**config.mk**
```make
export PLATFORM = sky130hd
export DESIGN_NAME = inst_pipe_tracker
export DESIGN_NICKNAME = d
export VERILOG_FILES = /design/src/rtl/inst_pipe_tracker.sv
export SDC_FILE = /design/constraint.sdc
export NUM_CORES = 1
export LEC_CHECK = 0
export CORE_ASPECT_RATIO = 1.4
export CORE_MARGIN = 2
export CORE_UTILIZATION = 30
export DETAILED_ROUTE_END_ITERATION = 10
export MAX_ROUTING_LAYER = met4
export PLACE_DENSITY = 0.64
export SLEW_MARGIN = 15
export SYNTH_ARGS = -nofsm -noshare
export SYNTH_HDL_FRONTEND = slang
export SYNTH_SLANG_ARGS = --single-unit
```
**constraint.sdc**
```tcl
create_clock -name clk -period 3.9 [get_ports clk]
set_input_delay 0.585 -clock clk [delete_from_list [all_inputs] [get_ports clk]]
set_output_delay 0.585 -clock clk [all_outputs]
set_load 0.02 [all_outputs]
```
**src/rtl/inst_pipe_tracker.sv**
```systemverilog
// inst_pipe_tracker: carries the instruction word of each in-flight
// instruction through ID, EX and MEM/WB. It also owns the load-use bubble,
// the redirect flush and the external hold.
// Optional feature macro: INST_PIPE_PERF_EN enables the perf_stall_cnt and
// perf_flush_cnt counters. When the macro is undefined, both ports read 0.
module inst_pipe_tracker #(
    parameter logic [31:0] NOP_INST          = 32'h0000_0013,
    parameter int unsigned LOAD_STALL_CYCLES = 1
) (
    input  logic        clk,
    input  logic        rst_n,
    input  logic [31:0] inst_fetch,
    input  logic        fetch_valid,
    input  logic        ext_stall,
    input  logic        redirect,
    output logic [31:0] inst_id,
    output logic [31:0] inst_ex,
    output logic [31:0] inst_mem,
    output logic        valid_id,
    output logic        valid_ex,
    output logic        valid_mem,
    output logic        pc_stall,
    output logic [31:0] perf_stall_cnt,
    output logic [31:0] perf_flush_cnt
);

    localparam int unsigned CW = $clog2(LOAD_STALL_CYCLES + 1);

    localparam logic [6:0] OP_LOAD   = 7'b0000011;
    localparam logic [6:0] OP_LUI    = 7'b0110111;
    localparam logic [6:0] OP_AUIPC  = 7'b0010111;
    localparam logic [6:0] OP_JAL    = 7'b1101111;
    localparam logic [6:0] OP_RTYPE  = 7'b0110011;
    localparam logic [6:0] OP_STORE  = 7'b0100011;
    localparam logic [6:0] OP_BRANCH = 7'b1100011;

    typedef enum logic {RUN, STALL} state_t;

    state_t         state, state_nxt;
    logic [CW-1:0]  cnt, cnt_nxt;
    logic           hazard;
    logic           stall_active;
    logic           bubble;

    logic [6:0] opcode_ex, opcode_id;
    logic [4:0] rd_ex, rs1_id, rs2_id;
    logic       uses_rs1, uses_rs2;

    assign opcode_ex = inst_ex[6:0];
    assign rd_ex     = inst_ex[11:7];
    assign opcode_id = inst_id[6:0];
    assign rs1_id    = inst_id[19:15];
    assign rs2_id    = inst_id[24:20];

    // Load-use detect between the valid load in EX and the source operands read in ID
    always_comb begin
        uses_rs1 = !(opcode_id == OP_LUI || opcode_id == OP_AUIPC || opcode_id == OP_JAL);
        uses_rs2 = (opcode_id == OP_RTYPE) || (opcode_id == OP_STORE) || (opcode_id == OP_BRANCH);
        hazard   = valid_ex && (opcode_ex == OP_LOAD) && (rd_ex != 5'd0) &&
                   ((uses_rs1 && (rd_ex == rs1_id)) || (uses_rs2 && (rd_ex == rs2_id)));
    end

    // Stall FSM next state; a redirect aborts any bubble sequence in progress
    always_comb begin
        state_nxt    = state;
        cnt_nxt      = cnt;
        stall_active = (state == STALL) || hazard;
        if (redirect) begin
            state_nxt = RUN;
            cnt_nxt   = '0;
        end else if (state == RUN) begin
            if (hazard && (LOAD_STALL_CYCLES > 1)) begin
                state_nxt = STALL;
                cnt_nxt   = CW'(LOAD_STALL_CYCLES - 1);
            end
        end else begin
            if (cnt <= CW'(1)) begin
                state_nxt = RUN;
                cnt_nxt   = '0;
            end else begin
                cnt_nxt = cnt - CW'(1);
            end
        end
    end

    assign pc_stall = ext_stall | (!redirect & stall_active);
    assign bubble   = !ext_stall & !redirect & stall_active;

    // FSM state and bubble counter; frozen while the memory holds the pipe
    always_ff @(posedge clk) begin
        if (!rst_n) begin
            state <= RUN;
            cnt   <= '0;
        end else if (!ext_stall) begin
            state <= state_nxt;
            cnt   <= cnt_nxt;
        end
    end

    // Instruction/valid pipeline: flush, bubble-insert or advance
    always_ff @(posedge clk) begin
        if (!rst_n) begin
            inst_id   <= NOP_INST;
            inst_ex   <= NOP_INST;
            inst_mem  <= NOP_INST;
            valid_id  <= 1'b0;
            valid_ex  <= 1'b0;
            valid_mem <= 1'b0;
        end else if (!ext_stall) begin
            inst_mem  <= inst_ex;
            valid_mem <= valid_ex;
            if (redirect) begin
                inst_ex  <= NOP_INST;
                valid_ex <= 1'b0;
                inst_id  <= NOP_INST;
                valid_id <= 1'b0;
            end else if (stall_active) begin
                inst_ex  <= NOP_INST;
                valid_ex <= 1'b0;
            end else begin
                inst_ex  <= inst_id;
                valid_ex <= valid_id;
                inst_id  <= fetch_valid ? inst_fetch : NOP_INST;
                valid_id <= fetch_valid;
            end
        end
    end

`ifdef INST_PIPE_PERF_EN
    // Bubble-cycle and redirect counters, wrapping at 2^32
    always_ff @(posedge clk) begin
        if (!rst_n) begin
            perf_stall_cnt <= '0;
            perf_flush_cnt <= '0;
        end else begin
            if (bubble)
                perf_stall_cnt <= perf_stall_cnt + 32'd1;
            if (!ext_stall && redirect)
                perf_flush_cnt <= perf_flush_cnt + 32'd1;
        end
    end
`else
    logic unused_bubble;
    assign unused_bubble  = bubble;
    assign perf_stall_cnt = '0;
    assign perf_flush_cnt = '0;
`endif

endmodule

```
==> results.json <==
{
  "critPathCaptureType": "primary output",
  "grt_pass1_vias": 3791,
  "drt_iter0_drc": 280,
  "muxShareOfSynthArea_pct": 7.091,
  "numCtsBuffers": 9,
  "track_usage_pct": 17.00,
  "cpPeakStageDelay_ns": 0.60,
  "peakVddDrop_v": 0.0001553,
  "boundaryPins": 201,
  "cp_max_fo": 15,
  "drc_errors": 0,
  "numPortBuffers": 136,
  "cts_tree": "built",
  "num_rows": 53,
  "drtAntennaViolNets": 0,
  "power_leakage_nw": 2.414,
  "placed_cell_area_um2": 5856,
  "status": "complete, no violations",
  "drv_cap": 0,
  "final_layout_size_suffix_gt1_share_pct": 7.002,
  "setup_tns_ns": 0,
  "arrival_ns": 2.85,
  "final_area_um2": 6186,
  "holdPathStages": 2,
  "finalSetupViolations": 0,
  "yosysSeqAreaShare_pct": 42.55,
  "cp.required_ns": 3.31,
  "path_clk_slew_ns": 0.06,
  "finClkSkew_ns": 0.009783,
  "reg2regPathDepth": 5,
  "area_growth_pct": 32.80,
  "synthAdderAreaFrac_pct": 0,
  "gp_congestion": 0.8375,
  "worst_pin_slew_ns": 1.097,
  "crit_chain": "clkdlybuf4s50_1 > inv_1 > o2111ai_2 > nor4_4 > nor2_4 > inv_1 > clkdlybuf4s50_1",
  "netlist_area_um2": 4658,
  "drv_slew": 0,
  "synth_edf_count": 0,
  "fmax_mhz": 290.9,
  "die_w_um": 109.3,
  "die-area_um2": 16550,
  "synth_cells": 539,
  "diodes": 0,
  "synth_top_family_by_area": "simple AND/OR/NAND/NOR gates",
  "h-tree-depth": 3,
  "firstDrtPassIters": 6,
  "coreArea_um2": 15120,
  "drt-total-wl_um": 13820,
  "crit_path_start_kind": "input pin",
  "start_util_pct": 30.81,
  "r2r-start": "inst_ex[10]",
  "ys.warnings.count": 0,
  "hp-class": "reg -> reg",
  "cts_root_buf": "clkbuf_16",
  "viasPerCell": 4.751,
  "grt_max_degree": 68,
  "grt_pass1_wl_um": 20810,
  "hold_viol_final": 0,
  "clock_latency_ns": 0.34,
  "nets": 689,
  "cts.path.max_buffers": 2,
  "cp_slowest_cell": "clkdlybuf4s50_1",
  "ys.flop_type": "dfxtp_1",
  "cts.sinks": 99,
  "worst_r2r_endpoint": "inst_id[24]",
  "grt-ovfl-total": 0,
  "synth_xor_area_share_pct": 1.880,
  "place_hpwl_um": 9478,
  "yosysUniqueCellTypes": 40,
  "async_flop_share_pct": 0,
  "r2r_slack_ns": 1.29,
  "wl_per_cell_um": 16.28,
  "criticalPathCategory": "in -> out",
  "rsz0062_at_grt": "no",
  "synth-compound-area-share_pct": 10.93,
  "hold_start": "inst_ex[22]",
  "fin_crit_ns": 3.438,
  "synth-simple-area-share_pct": 22.32,
  "syn_area_per_cell_um2": 8.642,
  "max_slew_margin_pct": 26.82,
  "ys_ff_latch": 99,
  "antenna_found_initial": 0,
  "route.vias.total": 4034,
  "finalCritPeriodShare_pct": 88.16,
  "p_per_area_nw_per_um2": 360.9,
  "die-height_um": 151.4,
  "hold_end": "inst_ex[22]"
}
==> placed cells by master, fill, tap and decap left out, types with 2 or more instances in the layout <==
cell type,Yosys,routed
o22ai_2,10,10
nor3b_1,2,2
nand3_1,31,31
xnor2_1,10,10
o21ai_1,6,6
conb_1,1,64
nor2_1,33,33
a21oi_1,34,34
nor3_1,3,3
o22ai_1,19,19
or4_1,2,2
nor4b_1,3,3
nand2_1,93,93
nand4_1,2,2
inv_1,3,3
buf_4,67,8
dfxtp_1,99,99
clkbuf_16,0,9
clkbuf_8,0,4
mux2i_1,33,33
clkdlybuf4s50_1,0,134
and3_1,34,34
==> repair_timing <==
item	in CTS	in global routing
buffers inserted	0	0
endpoints found under the setup margin	0	1
hold buffers	0	0
resized for setup	0	0
==> sequential cells by signal, summed over array words and instances, names as in the netlist <==
| register | flops |
|---|---|
| inst_mem | 32 |
| inst_ex | 32 |
| valid_mem | 1 |
| valid_id | 1 |
| inst_id | 32 |
| valid_ex | 1 |
==> kinds of logic after synthesis <==
group	Yosys count
mux	33
other cells	1
simple gates	212
compound gates	75
xor+xnor	10
buf+inv	109
flops	99
==> per-stage QoR <==
step | utilization, % | hold slack (ns) | total power, mW | instances | setup slack (ns)
3_3_place_gp | 38.73 | 0.4634 | 1.298 | 832 | 0.4112
4_1_cts | 40.87 | 0.4797 | 2.252 | 848 | 0.1350
2_1_floorplan | - | 0.5523 | 1.262 | 602 | 1.468
3_5_place_dp | 38.73 | 0.4699 | 1.300 | 832 | 0.3989
5_1_grt | 40.91 | 0.5029 | 2.320 | 849 | 0.3067
6_report | 40.91 | 0.4781 | 2.232 | 849 | 0.4619
==> area by class of cell <==
| type | instances | area [um2] |
|---|---|---|
| inverter | 4 | 15.01 |
| fill | 1533 | 8934 |
| multi-input combinational | 395 | 2218 |
| sequential | 99 | 1982 |
| timing repair buffer | 143 | 1406 |
| tap | 192 | 240.2 |
| clock inverter | 3 | 43.79 |
| clock buffer | 13 | 280.3 |
==> worst max path at each step <==
| stage | start | endpoint | cells past startpoint | slack, ns |
|---|---|---|---|---|
| 2_1_floorplan | inst_ex[10] | pc_stall | 6 | 1.47 |
| 5_1_grt | redirect | pc_stall | 7 | 0.31 |
| 6_report | redirect | pc_stall | 7 | 0.46 |
| 4_1_cts | inst_ex[10] | pc_stall | 6 | 0.14 |
| 3_3_place_gp | redirect | pc_stall | 7 | 0.41 |
| 3_5_place_dp | redirect | pc_stall | 7 | 0.40 |
==> worst max-delay path: cells and delay by family <==
family                 cells  cell delay [ns]
AO/OA/AOI/OAI              1             0.18
buffers and inverters      4             1.35
AND/OR/NAND/NOR            2             0.73
==> cells in the mapped netlist (3+ instances only) <==
cell | number | share of area, %
and3_1 | 34 | 4.6
nand2_1 | 93 | 7.5
a21oi_1 | 34 | 3.7
buf_2 | 11 | 1.2
xnor2_1 | 10 | 1.9
nand3_1 | 31 | 3.3
dfxtp_1 | 99 | 43
mux2i_1 | 33 | 7.1
clkbuf_1 | 23 | 1.9
inv_1 | 3 | 0.24
nor3_1 | 3 | 0.32
o22ai_2 | 10 | 2.7
o21ai_1 | 6 | 0.64
buf_4 | 67 | 11
nor2_1 | 33 | 2.7
nor4b_1 | 3 | 0.56
o22ai_1 | 19 | 2.6
==> metal layers <==
metal | vias to the layer above | share of wire (%) | global-route usage (%)
li1 | 1930 | - | -
met1 | 1890 | 40 | 20.01
met2 | 183 | 50 | 27.76
met3 | 31 | 6.3 | 3.055
met4 | 0 | 3.0 | 8.354
met5 | - | 0 | -
==> power breakdown <==
part | switching [mW] | total [mW] | internal, mW
sequential | 0.0135 | 1.04 | 1.02
combinational | 0.161 | 0.244 | 0.0832
clock | 0.384 | 0.952 | 0.568
total | 0.559 | 2.23 | 1.67
Note: power is estimated with default switching activity, not from simulation.
